`config.mk`:
```
export PLATFORM = sky130hd
export DESIGN_NAME = instr_encoder
export DESIGN_NICKNAME = d
export VERILOG_FILES = /design/src/rtl/riscv_pkg.sv /design/src/rtl/imm_packer.sv /design/src/rtl/instr_encoder.sv
export SDC_FILE = /design/constraint.sdc
export NUM_CORES = 1
export LEC_CHECK = 0
export BUFFER_PORTS_ARGS = -buffer_cell sky130_fd_sc_hd__buf_2
export CORE_MARGIN = 5
export CORE_UTILIZATION = 47
export DETAILED_ROUTE_END_ITERATION = 16
export GPL_TIMING_DRIVEN = 0
export HOLD_SLACK_MARGIN = 0.1
export PLACE_DENSITY = 0.88
export SLEW_MARGIN = 15
export SYNTH_ARGS = -nofsm -noshare
export SYNTH_HDL_FRONTEND = slang
export SYNTH_SLANG_ARGS = --single-unit
```
`constraint.sdc`:
```
create_clock -name clk -period 2.65 [get_ports clk]
set_input_delay 0.265 -clock clk [delete_from_list [all_inputs] [get_ports clk]]
set_output_delay 0.265 -clock clk [all_outputs]
set_load 0.02 [all_outputs]
```
`src/rtl/riscv_pkg.sv`:
```
// Shared RV32I definitions used by the instruction encoder, decoder and
// immediate extender: opcode constants, the 3-bit immediate-format code
// (imm_src) and the encoder session FSM state encoding.
// No ports; import with "import riscv_pkg::*;".
package riscv_pkg;

   localparam logic [6:0] OP_ITYPEA = 7'b0010011;  // ALU immediate
   localparam logic [6:0] OP_ITYPEL = 7'b0000011;  // loads
   localparam logic [6:0] OP_JALR   = 7'b1100111;
   localparam logic [6:0] OP_STYPE  = 7'b0100011;
   localparam logic [6:0] OP_BTYPE  = 7'b1100011;
   localparam logic [6:0] OP_JTYPE  = 7'b1101111;
   localparam logic [6:0] OP_LUI    = 7'b0110111;
   localparam logic [6:0] OP_AUIPC  = 7'b0010111;
   localparam logic [6:0] OP_RTYPE  = 7'b0110011;

   typedef enum logic [2:0] {
      IMM_I = 3'b000,
      IMM_S = 3'b001,
      IMM_B = 3'b010,
      IMM_J = 3'b011,
      IMM_U = 3'b100,
      IMM_R = 3'b111
   } imm_src_t;

   typedef logic [1:0] enc_state_t;
   localparam enc_state_t ST_IDLE  = 2'd0;
   localparam enc_state_t ST_RUN   = 2'd1;
   localparam enc_state_t ST_FLUSH = 2'd2;
   localparam enc_state_t ST_DONE  = 2'd3;

   // True when the opcode belongs to the given format code.
   function automatic logic fmt_op_legal(input logic [2:0] fmt, input logic [6:0] op);
      logic ok;
      ok = 1'b0;
      case (fmt)
         IMM_I:   ok = (op == OP_ITYPEA) || (op == OP_ITYPEL) || (op == OP_JALR);
         IMM_S:   ok = (op == OP_STYPE);
         IMM_B:   ok = (op == OP_BTYPE);
         IMM_J:   ok = (op == OP_JTYPE);
         IMM_U:   ok = (op == OP_LUI) || (op == OP_AUIPC);
         IMM_R:   ok = (op == OP_RTYPE);
         default: ok = 1'b0;
      endcase
      return ok;
   endfunction

endpackage

```
`src/rtl/imm_packer.sv`:
```
// Places a full-width immediate into its RV32I instruction-word bit positions
// and checks that the value is representable in the given format.
// Ports:
//   fmt      in  3   format code (imm_src)
//   imm      in  32  full signed immediate
//   placed   out 32  immediate bits at their final positions, all other bits 0
//   range_ok out 1   immediate is encodable for fmt (always 1 for R and unknown codes)
module imm_packer
   import riscv_pkg::*;
(
   input  logic [2:0]  fmt,
   input  logic [31:0] imm,
   output logic [31:0] placed,
   output logic        range_ok
);

   // A value fits in N signed bits when everything above bit N-1 is a sign copy.
   logic fits12, fits13, fits21;
   assign fits12 = (&imm[31:11]) | ~(|imm[31:11]);
   assign fits13 = (&imm[31:12]) | ~(|imm[31:12]);
   assign fits21 = (&imm[31:20]) | ~(|imm[31:20]);

   always_comb begin
      placed   = '0;
      range_ok = 1'b1;
      case (fmt)
         IMM_I: begin
            placed   = {imm[11:0], 20'b0};
            range_ok = fits12;
         end
         IMM_S: begin
            placed   = {imm[11:5], 13'b0, imm[4:0], 7'b0};
            range_ok = fits12;
         end
         IMM_B: begin
            placed   = {imm[12], imm[10:5], 13'b0, imm[4:1], imm[11], 7'b0};
            range_ok = fits13 & ~imm[0];
         end
         IMM_J: begin
            placed   = {imm[20], imm[10:1], imm[11], imm[19:12], 12'b0};
            range_ok = fits21 & ~imm[0];
         end
         IMM_U: begin
            placed   = {imm[31:12], 12'b0};
            range_ok = ~(|imm[11:0]);
         end
         default: begin
            placed   = '0;
            range_ok = 1'b1;
         end
      endcase
   end

endmodule

```
`src/rtl/instr_encoder.sv`:
```
// Sequential RV32I instruction encoder/loader. Accepts field-level instruction
// descriptors on a valid/ready stream during a start..in_last session, packs
// each into a 32-bit word and writes it to consecutive instruction-memory words.
// Ports:
//   clk, reset          clock; synchronous active-high reset
//   start               pulse, begins a session (only honoured in IDLE)
//   in_valid/in_ready   descriptor handshake; in_last ends the session
//   in_fmt..in_imm      descriptor fields (format code, opcode, regs, functs, immediate)
//   mem_we/addr/wdata   one-cycle write pulse per committed word
//   words_written       words committed this session
//   busy, done          session in progress / one-cycle end-of-session pulse
//   err_imm/fmt/full    sticky error flags, cleared by start or reset
module instr_encoder
   import riscv_pkg::*;
#(
   parameter logic [31:0] BASE_ADDR = 32'h0000_0000,
   parameter int unsigned MAX_WORDS = 256,
   parameter int unsigned CNT_W     = 9
) (
   input  logic             clk,
   input  logic             reset,
   input  logic             start,
   input  logic             in_valid,
   output logic             in_ready,
   input  logic             in_last,
   input  logic [2:0]       in_fmt,
   input  logic [6:0]       in_opcode,
   input  logic [4:0]       in_rd,
   input  logic [4:0]       in_rs1,
   input  logic [4:0]       in_rs2,
   input  logic [2:0]       in_funct3,
   input  logic [6:0]       in_funct7,
   input  logic [31:0]      in_imm,
   output logic             mem_we,
   output logic [31:0]      mem_addr,
   output logic [31:0]      mem_wdata,
   output logic [CNT_W-1:0] words_written,
   output logic             busy,
   output logic             done,
   output logic             err_imm,
   output logic             err_fmt,
   output logic             err_full
);

   enc_state_t       state_q, state_d;
   logic [CNT_W-1:0] index_q;
   logic             we_q;
   logic [31:0]      addr_q, wdata_q;
   logic             err_imm_q, err_fmt_q, err_full_q;

   logic        has_room, accept, fmt_ok, range_ok, commit;
   logic [31:0] imm_bits, field_bits, word;

   imm_packer u_imm_packer (
      .fmt      (in_fmt),
      .imm      (in_imm),
      .placed   (imm_bits),
      .range_ok (range_ok)
   );

   assign has_room = index_q < CNT_W'(MAX_WORDS);
   assign in_ready = (state_q == ST_RUN) && has_room;
   assign accept   = in_valid && in_ready;
   assign fmt_ok   = fmt_op_legal(in_fmt, in_opcode);
   // Dropped descriptors are still accepted; only legal, in-range ones are written.
   assign commit   = accept && fmt_ok && range_ok;

   // Register/funct fields; only the ones the format uses are placed.
   always_comb begin
      field_bits      = '0;
      field_bits[6:0] = in_opcode;
      case (in_fmt)
         IMM_I: begin
            field_bits[11:7]  = in_rd;
            field_bits[14:12] = in_funct3;
            field_bits[19:15] = in_rs1;
         end
         IMM_S, IMM_B: begin
            field_bits[14:12] = in_funct3;
            field_bits[19:15] = in_rs1;
            field_bits[24:20] = in_rs2;
         end
         IMM_J, IMM_U: begin
            field_bits[11:7] = in_rd;
         end
         IMM_R: begin
            field_bits[11:7]  = in_rd;
            field_bits[14:12] = in_funct3;
            field_bits[19:15] = in_rs1;
            field_bits[24:20] = in_rs2;
            field_bits[31:25] = in_funct7;
         end
         default: field_bits[6:0] = in_opcode;
      endcase
   end

   assign word = field_bits | imm_bits;

   always_comb begin
      state_d = state_q;
      case (state_q)
         ST_IDLE:  if (start) state_d = ST_RUN;
         ST_RUN:   if (accept && in_last) state_d = ST_FLUSH;
         ST_FLUSH: state_d = ST_DONE;
         ST_DONE:  state_d = ST_IDLE;
         default:  state_d = ST_IDLE;
      endcase
   end

   always_ff @(posedge clk) begin
      if (reset) begin
         state_q    <= ST_IDLE;
         index_q    <= '0;
         we_q       <= 1'b0;
         addr_q     <= '0;
         wdata_q    <= '0;
         err_imm_q  <= 1'b0;
         err_fmt_q  <= 1'b0;
         err_full_q <= 1'b0;
      end else begin
         state_q <= state_d;
         we_q    <= commit;
         if (commit) begin
            addr_q  <= BASE_ADDR + (32'(index_q) << 2);
            wdata_q <= word;
            index_q <= index_q + CNT_W'(1);
         end
         if (state_q == ST_IDLE && start) begin
            index_q    <= '0;
            err_imm_q  <= 1'b0;
            err_fmt_q  <= 1'b0;
            err_full_q <= 1'b0;
         end else begin
            if (accept && !fmt_ok) err_fmt_q <= 1'b1;
            // Format errors take precedence; the range is only judged for legal pairs.
            if (accept && fmt_ok && !range_ok) err_imm_q <= 1'b1;
            if (state_q == ST_RUN && in_valid && !has_room) err_full_q <= 1'b1;
         end
      end
   end

   assign mem_we        = we_q;
   assign mem_addr      = addr_q;
   assign mem_wdata     = wdata_q;
   assign words_written = index_q;
   assign busy          = (state_q == ST_RUN) || (state_q == ST_FLUSH);
   assign done          = (state_q == ST_DONE);
   assign err_imm       = err_imm_q;
   assign err_fmt       = err_fmt_q;
   assign err_full      = err_full_q;

endmodule

```
-- Word level (Yosys, flattened, before mapping)
Cells that the tools add are included.
W data, S select, Z words.
- bits in registers: 56
- bits in latches: 0
- bits in writable memories: 0
- bits in read-only memories: 0
- bits of input ports: 72
- output and inout port bits: 80
- memories kept: 0
- add/subtract/negate cells: 1
- multipliers: 0
- div/mod/pow operators: 0
- order comparisons: 1
- equality and inequality tests: 19
- shift-type cells: 0
- multiplexer cells: 10
- bitwise logic cells: 11
- reductions and logical operators: 32
- operators by type and width (operator ; count):
    $pmux W32 S5 ; 1
    $or A32 B32 Y32 ; 1
    $reduce_or A12 Y1 ; 2
    $eq A7 B6 Y1 const B ; 3
    $eq A7 B7 Y1 const B ; 3
    $reduce_and A21 Y1 ; 1
    $reduce_or A21 Y1 ; 1
    $reduce_and A20 Y1 ; 1
    $reduce_or A20 Y1 ; 1
    $eq A7 B5 Y1 const B ; 2
    $reduce_and A12 Y1 ; 1
    $logic_and A1 B1 Y1 ; 10
    $mux W5 ; 2
    $add A9 B1 Y9 const B ; 1
    $lt A9 B9 Y1 const B ; 1
    $mux W8 ; 1
    $pmux W2 S4 ; 1
    $reduce_or A4 Y1 ; 2
    $eq A7 B2 Y1 const B ; 1
    $mux W7 ; 1
    $eq A3 B2 Y1 const B ; 2
    $eq A3 B3 Y1 const B ; 2
    $pmux W1 S6 ; 1
    $not A1 Y1 ; 5
    other kinds (16) ; 27

-- Depth between registers and ports, before layout
Gate-level depths: netlist of the first run.
- depth after elaboration: 7
- gate-level depth with buffers: 11

-- By module
Synthesis of the first run repeated with hierarchy kept, for this count alone.
- cells, all modules: 465
- area, all modules: 3851.2 um2
- by module, submodules not included (module ; instances ; cells each ; area each (um2) ; seq. area each (um2)):
    instr_encoder ; 1 ; 365 ; 3201.8 ; 1121.1
    imm_packer ; 1 ; 100 ; 649.4 ; 0.0

-- Least setup slack after synthesis of the first run
No wires, ideal clock.
- kind: input to register
- start: input in_fmt[0]
- end: register index_q[5], in the netlist words_written[5]
- library setup time: 0.123 ns
- arrival: 2.198 ns
- setup slack: 0.329 ns
- cell stages on the path: 10
- cells stage by stage: inv_1 -> ha_1 -> buf_2 -> or3b_1 -> nand2b_1 -> a32oi_1 -> o2111a_1 -> buf_2 -> nor4_1 -> mux2_1
- word-level cells in the longest chain between the ends: 4
- elaborated cells between the ends (all ways): 11
- classes of those cells: eq/ne: 5; mux: 2; reduce/logical: 4
- RTL lines (element ; line ; source):
    start: declaration ; instr_encoder.sv:26 ; input logic [2:0] in_fmt,
    $eq A3 B1 Y1 (tied with other cells) ; riscv_pkg.sv:36, imm_packer.sv:26 ;
    $reduce_or A2 Y1 (no line) or $pmux W1 S6 (tied branches) ; - ;
    $pmux W1 S4 or $logic_and A1 B1 Y1 (tied branches) ; imm_packer.sv:26, instr_encoder.sv:66 ;
    $logic_and A1 B1 Y1 (*) ; instr_encoder.sv:66 ; assign commit = accept && fmt_ok && range_ok;
    end signal: assignment ; instr_encoder.sv:126 ; index_q <= index_q + CNT_W'(1);
    end: declaration ; instr_encoder.sv:46 ; logic [CNT_W-1:0] index_q;
Mark *: on every way between the ends. The rest lies on a longest branch, timed or not.
A chain may end at the register's enable or synchronous reset.

-- Worst setup path in the final report of the first run
Ends and elaborated chain as after synthesis.

==> results of run 1 <==
## how the worst max path moves through the flow
stage                       endpoint  slack, ps  cells past startpoint
global route            mem_wdata[7]        -20                     10
CTS                    mem_wdata[14]        120                     11
floorplan           words_written[5]        330                     10
finish              words_written[5]        180                     11
global placement       mem_wdata[15]        -40                     11
detailed placement     mem_wdata[14]       -230                     11
## layer usage
layer	global-route usage	vias up	wire (um)
li1	-	1801	-
met1	0.2949	1677	4146
met5	0	-	0
met4	0.08181	0	224
met2	0.3971	230	5030
met3	0.04988	26	1075
## sequential cells by signal (all words and copies together), names as in the netlist
signal,cells
err_full,1
state_q,2
words_written,9
err_imm,1
mem_we,1
mem_addr,9
err_fmt,1
mem_wdata,32
## layout by cell type (no fill, tap or decap), types with 2 or more instances in the layout
master and n:
buf_4 23, nor4_1 5, o21ai_0 4, o21ai_1 17, a222oi_1 3, a21oi_1 66, nand4_1 7, nand2_1 17
buf_6 2, a31oi_1 3, inv_1 12, a21o_1 3, clkbuf_1 15, nor2_1 28, clkbuf_8 5, a22oi_1 15
or4_1 7, ha_1 11, o22ai_1 5, nand4b_1 2, buf_2 136, a221oi_1 2, dfxtp_1 56, mux2_1 2
nor3b_1 2, conb_1 23, nor3_1 16, o31ai_1 5, nand3_1 20, a211oi_1 21, nand2b_1 2, buf_1 4
nor2b_1 3
## power by group
part,leakage [nW],switching (mW),internal [mW]
Clock,0.0414,0.291,0.189
Combinational,1.37,0.339,0.195
Sequential,0.451,0.0142,0.859
Total,1.86,0.644,1.24
## cell families (layout without fill, tap and decap cells)
| group | count (synthesis) | in the layout | synth area share |
|---|---|---|---|
| AOI/OAI and AO/OA | 154 | 154 | 0.2975 |
| buffers and inverters | 67 | 201 | 0.1125 |
| DFF | 56 | 56 | 0.3453 |
| other | 1 | 23 | 0.001155 |
| muxes | 3 | 3 | 0.01002 |
| adders and majority gates | 11 | 11 | 0.04239 |
| and+or+nand+nor | 120 | 120 | 0.1911 |
## worst min-delay path: stages
cell,delay (ps)
buf_2,100
a31oi_1,70
nor2_1,70
## cell type report
cell class / instances / area, um^2 / share of cell area
Multi-Input combinational cell: 311 / 1863 / 0.4469
Sequential cell: 56 / 1121 / 0.2689
Timing Repair Buffer: 126 / 630.6 / 0.1513
Buffer: 53 / 312.8 / 0.07503
Tap cell: 80 / 100.1 / 0.02401
Clock buffer: 6 / 72.57 / 0.01741
Inverter: 14 / 52.55 / 0.01261
Clock inverter: 2 / 16.27 / 0.003902
==> flow_metrics.env, run 1 <==
export IMPL_path_buf_inv=4
export IMPL_finalHoldViolCount=0
export IMPL_synthTopCellsByArea="dfxtp_1 35%, a21oi_1 10%, buf_4 5.3%"
export IMPL_yosysSeqAreaShare=0.3453
export IMPL_critPathKind="input port to flip-flop"
export IMPL_ys_flop_type="dfxtp_1"
export IMPL_grt_first_pass_wirelength_um=16470
export IMPL_holdPathEnd="err_full"
export IMPL_postCtsHoldBufs=0
export IMPL_ant_nets=0
export IMPL_finClkSkew_ps=6.088
export IMPL_cp_arrival_ps=2680
export IMPL_die_width_um=93.12
export IMPL_vias=3734
export IMPL_initial_core_util=0.4806
export IMPL_grt_pass1_vias=3600
export IMPL_cp_start_kind="input port"
export IMPL_cpMaxStageDelayCell="or3b_1"
export IMPL_cts_sinks=56
export IMPL_r2r_end="mem_wdata[5]"
export IMPL_gp_congestion=0.9114
export IMPL_avgRoutedWirePerCell_um=16.17
export IMPL_grt_ovfl_total=0
export IMPL_power_density_nw_per_um2=452.7
export IMPL_clkTransAtPathRegs_ps=100
export IMPL_fin_cells=648
export IMPL_drive_above_1_share=0.3081
export IMPL_total_leakage_power_nw=1.864
export IMPL_pin_count=152
export IMPL_drc=0
export IMPL_endpoint_kind="flip-flop"
export IMPL_regToRegSetupSlack_ps=280
export IMPL_avgSynthCellArea_um2=7.881
export IMPL_die_area_um2=8670
export IMPL_finalWirelength_um=10480
export IMPL_nets=650
export IMPL_hp_start="in_valid"
export IMPL_utilization=0.6170
export IMPL_synthTopCellsByCount="66 x a21oi_1, 56 x dfxtp_1, 29 x nor2_1"
export IMPL_crit_start="in_fmt[0]"
export IMPL_num_rows=30
export IMPL_slowest_delay_ps=390
export IMPL_whs_ps=218.4
export IMPL_cts_tree="done"
export IMPL_dpl_cell_area_um2=4060
export IMPL_dieHeight_um=93.12
export IMPL_cp_cell_sequence="buf_2, inv_1, ha_1, buf_2, or3b_1, nand2b_1, a32oi_1, o2111a_1, buf_2, nor4_2, mux2_1"
export IMPL_setup_ws_ps=182.7
export IMPL_slew_headroom=0.4010
export IMPL_via_per_inst=5.762
export IMPL_syn_cell_area_um2=3247
export IMPL_holdPathStages=3
export IMPL_antenna_cells=0
export IMPL_maxCapViolCount=0
export IMPL_irDropWorstVdd_uv=262.3
export IMPL_period_needed_ps=2467
export IMPL_synth_edf_count=0
export IMPL_status="completed"
export IMPL_ys_warn_count=0
export IMPL_synth_area_leader_cell="dfxtp_1"
export IMPL_regToRegStartpoint="state_q[1]"
export IMPL_cts_buffers=5
export IMPL_grt_max_degree=18
export IMPL_fin_crit_sh=0.9311
export IMPL_synth_top_area_frac=0.3453
export IMPL_cts_root_buffer="clkbuf_8"
export IMPL_synth_distinct_cells=53
export IMPL_maxSlewViolCount=0
export IMPL_dpl_cell_count=640
export IMPL_cpLargestDelayFamily="simple AND/OR/NAND/NOR gates"
export IMPL_rr_worst_depth=10
export IMPL_antenna_found_initial=0
export IMPL_h_tree_depth=2
export IMPL_worst_pin_slew_ps=889.1
export IMPL_synth_seq_cells=56
export IMPL_dp_slack_ps=-232.8
export IMPL_first_pass_iters=6
export IMPL_min_delay_path_class="input port to flip-flop"
export IMPL_clock_fmax_mhz=405.3
export IMPL_cts_resized=0
export IMPL_final_setup_viol_count=0
export IMPL_grt_use_total=0.2348
export IMPL_fin_tns_setup_ps=0
export IMPL_core_area_um2=6756
export IMPL_fill_cells=615
export IMPL_clockBufferDepth=2
export IMPL_numPortBuffers=126
export IMPL_stdcell_area_um2=4169
export IMPL_netlist_instances=412
export IMPL_synthArstFlopShare=0
export IMPL_required_ps=2860
export IMPL_hpwl_um=8324
export IMPL_worstSkewPairLatency_ps=320
export IMPL_drt_iter0_drc=167
export IMPL_crit_fanout=10
export IMPL_areaGrowthSynthToFinish_pct=28.40
export IMPL_power_mw=1.887
export IMPL_crit_top_cell="buf_2"
export IMPL_yosysMostFrequentCell="a21oi_1"
export IMPL_post_cts_setup_buffer_count=0
No activity file was read; power rests on OpenSTA's default activity.
==> run 2: changes to the inputs <==
--- a/config.mk
+++ b/config.mk
@@ -5,14 +5,15 @@
 export SDC_FILE = /design/constraint.sdc
 export NUM_CORES = 1
 export LEC_CHECK = 0
-export BUFFER_PORTS_ARGS = -buffer_cell sky130_fd_sc_hd__buf_2
+export BUFFER_PORTS_ARGS = -buffer_cell sky130_fd_sc_hd__clkbuf_2
 export CORE_MARGIN = 5
-export CORE_UTILIZATION = 47
+export CORE_UTILIZATION = 50
 export DETAILED_ROUTE_END_ITERATION = 16
 export GPL_TIMING_DRIVEN = 0
 export HOLD_SLACK_MARGIN = 0.1
-export PLACE_DENSITY = 0.88
+export PLACE_DENSITY = 0.89
 export SLEW_MARGIN = 15
 export SYNTH_ARGS = -nofsm -noshare
 export SYNTH_HDL_FRONTEND = slang
+export SYNTH_HIERARCHICAL = 1
 export SYNTH_SLANG_ARGS = --single-unit
==> run 2 against run 1 <==
- first-iteration DRC count increased by 57%
- worst hold slack improved by 39 ps
- clock skew increased by 1.4 ps
- sequential cell count unchanged
- register-to-register slack improved by 260 ps
- combinational power increased by 4.7%
- total power increased by 4.2%
- critical path type unchanged
- critical endpoint unchanged
- largest power group unchanged
- highest routed layer unchanged
==> flow_metrics.env, run 2 <==
export IMPL_holdPathEnd="err_imm"
export IMPL_grt_use_total=0.2244
export IMPL_drc=0
export IMPL_cts_buffers=5
export IMPL_ys_warn_count=6
export IMPL_num_rows=32
export IMPL_total_leakage_power_nw=2.260
export IMPL_avgRoutedWirePerCell_um=15.24
export IMPL_cp_arrival_ps=2750
export IMPL_combPwrFrac=0.284
export IMPL_antenna_cells=0
export IMPL_vias=3924
export IMPL_antenna_found_initial=0
export IMPL_switching_share=0.3515
export IMPL_rr_worst_depth=7
export IMPL_ant_nets=0
export IMPL_numPortBuffers=128
export IMPL_pin_count=152
export IMPL_via_per_inst=5.405
export IMPL_drt_iter0_drc=262
export IMPL_power_switching_mw=0.6914
export IMPL_maxCapViolCount=0
export IMPL_syn_cell_area_um2=3836
export IMPL_utilization=0.6306
export IMPL_largest_reg_flops=32
export IMPL_irDropWorstVdd_uv=397.8
export IMPL_share_clk_of_total_power=0.271
export IMPL_final_cell_mix="129 x clkbuf_2, 56 x dfxtp_1, 44 x nor2_1, 38 x nor2b_1, 32 x a21oi_1"
export IMPL_cts_sinks=56
export IMPL_cts_tree="done"
export IMPL_nets=706
export IMPL_period_needed_ps=2492
export IMPL_grt_ovfl_total=0
export IMPL_grt_setup_unrepaired="no"
export IMPL_first_pass_iters=7
export IMPL_clockBufferDepth=2
export IMPL_p_int_mw=1.276
export IMPL_grt_pass1_vias=3745
export IMPL_areaGrowthSynthToFinish_pct=25.05
export IMPL_fill_cells=664
export IMPL_final_setup_viol_count=0
export IMPL_cts_root_buffer="clkbuf_8"
export IMPL_crit_fanout=6
export IMPL_dpl_cell_count=719
export IMPL_critPathKind="input port to flip-flop"
export IMPL_finalHoldViolCount=0
export IMPL_required_ps=2910
export IMPL_stdcell_area_um2=4797
export IMPL_grt_max_degree=21
export IMPL_drive_above_1_share=0.3221
export IMPL_slew_headroom=0.4801
export IMPL_fin_cells=726
export IMPL_initial_core_util=0.5043
export IMPL_post_cts_setup_buffer_count=0
export IMPL_fin_crit_sh=0.9405
export IMPL_regArea_um2=1121
export IMPL_worstSkewPairLatency_ps=320
export IMPL_worst_pin_slew_ps=776.4
export IMPL_hp_start="in_valid"
export IMPL_final_common_cell="clkbuf_2"
export IMPL_seq_power_share=0.444
export IMPL_whs_ps=257.4
export IMPL_avgSynthCellArea_um2=8.285
export IMPL_h_tree_depth=2
export IMPL_r2r_end="mem_wdata[15]"
export IMPL_finClkSkew_ps=7.484
export IMPL_multi_input_area_um2=2367
export IMPL_cp_start_kind="input port"
export IMPL_gp_congestion=0.9307
export IMPL_hpwl_um=8890
export IMPL_min_delay_path_class="input port to flip-flop"
export IMPL_clock_fmax_mhz=401.2
export IMPL_finalWirelength_um=11060
export IMPL_status="completed"
export IMPL_endpoint_kind="flip-flop"
export IMPL_dpl_cell_area_um2=4702
export IMPL_maxSlewViolCount=0
export IMPL_power_mw=1.967
export IMPL_clkTransAtPathRegs_ps=120
export IMPL_dieHeight_um=97.59
export IMPL_setup_ws_ps=157.6
export IMPL_die_width_um=97.59
export IMPL_power_density_nw_per_um2=410.1
export IMPL_core_area_um2=7607
export IMPL_die_area_um2=9524
export IMPL_netlist_instances=463
export IMPL_holdPathStages=3
export IMPL_regToRegSetupSlack_ps=540
export IMPL_dp_slack_ps=-255.1
export IMPL_fin_tns_setup_ps=0
export IMPL_regToRegStartpoint="state_q[1]"
export IMPL_grt_first_pass_wirelength_um=18060
-- run 2: worst max-delay path by stage --
stage / startpoint / endpoint / slack [ps]
2_1_floorplan: in_imm[24] / words_written[4] / 300
4_1_cts: in_imm[31] / words_written[4] / 80
3_5_place_dp: in_imm[31] / words_written[4] / -260
3_3_place_gp: in_imm[31] / words_written[6] / -190
6_report: in_imm[31] / words_written[5] / 160
5_1_grt: in_imm[31] / words_written[5] / 60
-- run 2: area by class of cell --
type	instances	area share
buffer	57	0.08059
clock buffer	5	0.01435
clock inverter	3	0.005999
inverter	15	0.01174
multi-input combinational	360	0.4935
sequential	56	0.2337
tap	102	0.02660
timing repair buffer	128	0.1335
-- run 2: repair_timing --
action	CTS	global route
hold buffers	0	0
resized for setup	0	2
setup endpoints to repair	0	4
-- run 2: worst max-delay path, stage by stage --
cell and delay, ps:
clkbuf_2 110, nor4_1 340, and3_1 270, nor2_1 60
o41ai_1 290, a21o_1 190, and4b_1 400, nand2_1 120
or3_1 310, o32ai_1 170, mux2i_1 220
-- run 2: layer usage --
layer,vias to the layer above,routed length (um),global-route usage
met1,1812,4604,0.2832
met2,191,5513,0.4033
met3,16,834,0.03877
met5,-,0,0
met4,0,112,0.03940
li1,1905,-,-
-- run 2: power groups by stage --
stage               logic, mW  registers (mW)  clock network [mW]
detailed placement      0.550           0.893                   0
CTS                     0.554           0.875               0.541
global placement        0.535           0.892                   0
finish                  0.559           0.874               0.534
global route            0.616           0.879               0.577
floorplan               0.376           0.895                   0
==> run 3: changes to the inputs <==
--- a/config.mk
+++ b/config.mk
@@ -7,11 +7,12 @@
 export LEC_CHECK = 0
 export BUFFER_PORTS_ARGS = -buffer_cell sky130_fd_sc_hd__clkbuf_2
 export CORE_MARGIN = 5
-export CORE_UTILIZATION = 50
+export CORE_UTILIZATION = 51
+export CTS_BUF_LIST = sky130_fd_sc_hd__clkbuf_4
 export DETAILED_ROUTE_END_ITERATION = 16
 export GPL_TIMING_DRIVEN = 0
 export HOLD_SLACK_MARGIN = 0.1
-export PLACE_DENSITY = 0.89
+export PLACE_DENSITY = 0.9
 export SLEW_MARGIN = 15
 export SYNTH_ARGS = -nofsm -noshare
 export SYNTH_HDL_FRONTEND = slang
==> run 3 against run 2 <==
- sequential cell count unchanged
- critical path type unchanged
- critical endpoint unchanged
- combinational power barely moved
- die area is 1.8% lower
- clock skew rose by 6.2 ps
- sequential share of layout area rose by 0.15 points
- clock power shrank 19%
- worst setup slack worse by 46 ps
- core utilization increased by 2.3 points
- total power down 4.9%
==> flow_metrics.env, run 3 (synthesized netlist as in run 2, its figures left out) <==
export IMPL_worst_pin_slew_ps=709.4
export IMPL_worstSkewPairLatency_ps=390
export IMPL_dpl_cell_area_um2=4698
export IMPL_nets=707
export IMPL_finalWirelength_um=11000
export IMPL_status="completed"
export IMPL_finalHoldViolCount=0
export IMPL_initial_core_util=0.5261
export IMPL_fin_crit_sh=0.9579
export IMPL_utilization=0.6536
export IMPL_avgRoutedWirePerCell_um=15.19
export IMPL_endpoint_kind="flip-flop"
export IMPL_total_leakage_power_nw=2.248
export IMPL_final_setup_viol_count=0
export IMPL_grt_setup_unrepaired="no"
export IMPL_largest_reg_flops=32
export IMPL_die_width_um=96.73
export IMPL_postCtsHoldBufs=0
export IMPL_irDropWorstVdd_uv=440.0
export IMPL_power_mw=1.871
export IMPL_grt_use_total=0.2259
export IMPL_final_cell_mix="129 x clkbuf_2, 56 x dfxtp_1, 44 x nor2_1, 38 x nor2b_1, 32 x a21oi_1"
export IMPL_power_density_nw_per_um2=392.5
export IMPL_grt_max_degree=21
export IMPL_crit_fanout=6
export IMPL_numPortBuffers=128
export IMPL_grt_first_pass_wirelength_um=17950
export IMPL_drive_above_1_share=0.3216
export IMPL_antenna_found_initial=0
export IMPL_areaGrowthSynthToFinish_pct=24.23
export IMPL_drt_iter0_drc=310
export IMPL_cts_root_buffer="clkbuf_4"
export IMPL_stdcell_area_um2=4766
export IMPL_vias=3916
export IMPL_cts_resized=0
export IMPL_clockBufferDepth=2
export IMPL_via_per_inst=5.409
export IMPL_hpwl_um=8925
export IMPL_num_rows=31
export IMPL_grt_ovfl_total=0
export IMPL_die_area_um2=9357
export IMPL_dieHeight_um=96.73
export IMPL_grt_pass1_vias=3685
export IMPL_min_delay_path_class="input port to flip-flop"
export IMPL_slowest_delay_ps=330
export IMPL_maxCapViolCount=0
export IMPL_h_tree_depth=2
export IMPL_clock_fmax_mhz=393.9
export IMPL_gp_congestion=0.9315
export IMPL_clkTransAtPathRegs_ps=190
export IMPL_cts_tree="done"
export IMPL_cp_start_kind="input port"
export IMPL_critPathKind="input port to flip-flop"
export IMPL_final_common_cell="clkbuf_2"
export IMPL_required_ps=2990
export IMPL_first_pass_iters=5
export IMPL_antenna_cells=0
export IMPL_cts_sinks=56
export IMPL_ant_nets=0
export IMPL_finClkSkew_ps=13.68
export IMPL_maxSlewViolCount=0
export IMPL_post_cts_setup_buffer_count=0
export IMPL_cts_buffers=5
export IMPL_core_area_um2=7292
export IMPL_cp_cell_sequence="clkbuf_2, nor4_1, and3_1, nand3_2, a221oi_2, a21o_1, and4b_1, clkbuf_1, nand2_1, or3_1, o32ai_1, mux2i_1"
export IMPL_drc=0
export IMPL_slew_headroom=0.5250
export IMPL_period_needed_ps=2539
export IMPL_cp_arrival_ps=2880
export IMPL_pin_count=152
export IMPL_cpMaxStageDelayCell="or3_1"
[run 3: cell types whose count changed in the layout (fill, tap and decap cells not counted), sizes merged]
cell | previous run | this run
clkbuf | 146 | 147
[run 3: power breakdown]
part | internal [mW] | leakage [nW] | switching [mW] | total (mW)
clock network | 0.118 | 0.0381 | 0.314 | 0.432
logic | 0.215 | 1.76 | 0.346 | 0.561
registers | 0.861 | 0.451 | 0.0167 | 0.878
[run 3: critical path, delay by kind of cell]
kind                   cells  cell delay (ps)
AND/OR/NAND/NOR            6             1340
buffers and inverters      2              410
AO/OA/AOI/OAI              3              610
multiplexers               1              250
[run 3: worst paths after layout]
| check | slack [ps] | start | end | cells past startpoint |
|---|---|---|---|---|
| max | 110 | in_imm[31] | words_written[5] | 12 |
| min | 160 | in_valid | err_imm | 3 |
| max reg2reg | 480 | state_q[1] | words_written[5] | 8 |
| min reg2reg | 460 | mem_wdata[1] | mem_wdata[1] | 2 |
[run 3: area by class of cell]
type                            instances  area (um^2)
Multi-Input combinational cell        360         2367
Inverter                               15        56.30
Fill cell                             610         2526
Sequential cell                        56         1121
Buffer                                 58        390.4
Clock buffer                            5        37.54
Clock inverter                          3        28.78
Timing Repair Buffer                  128        640.6
Tap cell                               99        123.9
[run 3: through the flow]
step	instances	setup WS (ps)	hold slack, ps	setup TNS, ps
2_1_floorplan	489	299.5	441.2	0
3_3_place_gp	716	-158.6	433.9	-567.9
3_5_place_dp	716	-206.4	438.5	-1755
4_1_cts	724	200.8	157.1	0
5_1_grt	724	28.59	179.3	0
6_report	724	111.5	161.1	0
[run 3: per-layer routing]
layer,part of all wire,up-vias,global-route usage
met5,0,-,0
met1,0.42,1825,0.2836
li1,-,1898,-
met4,0.011,0,0.04104
met3,0.071,13,0.05108
met2,0.50,180,0.3981
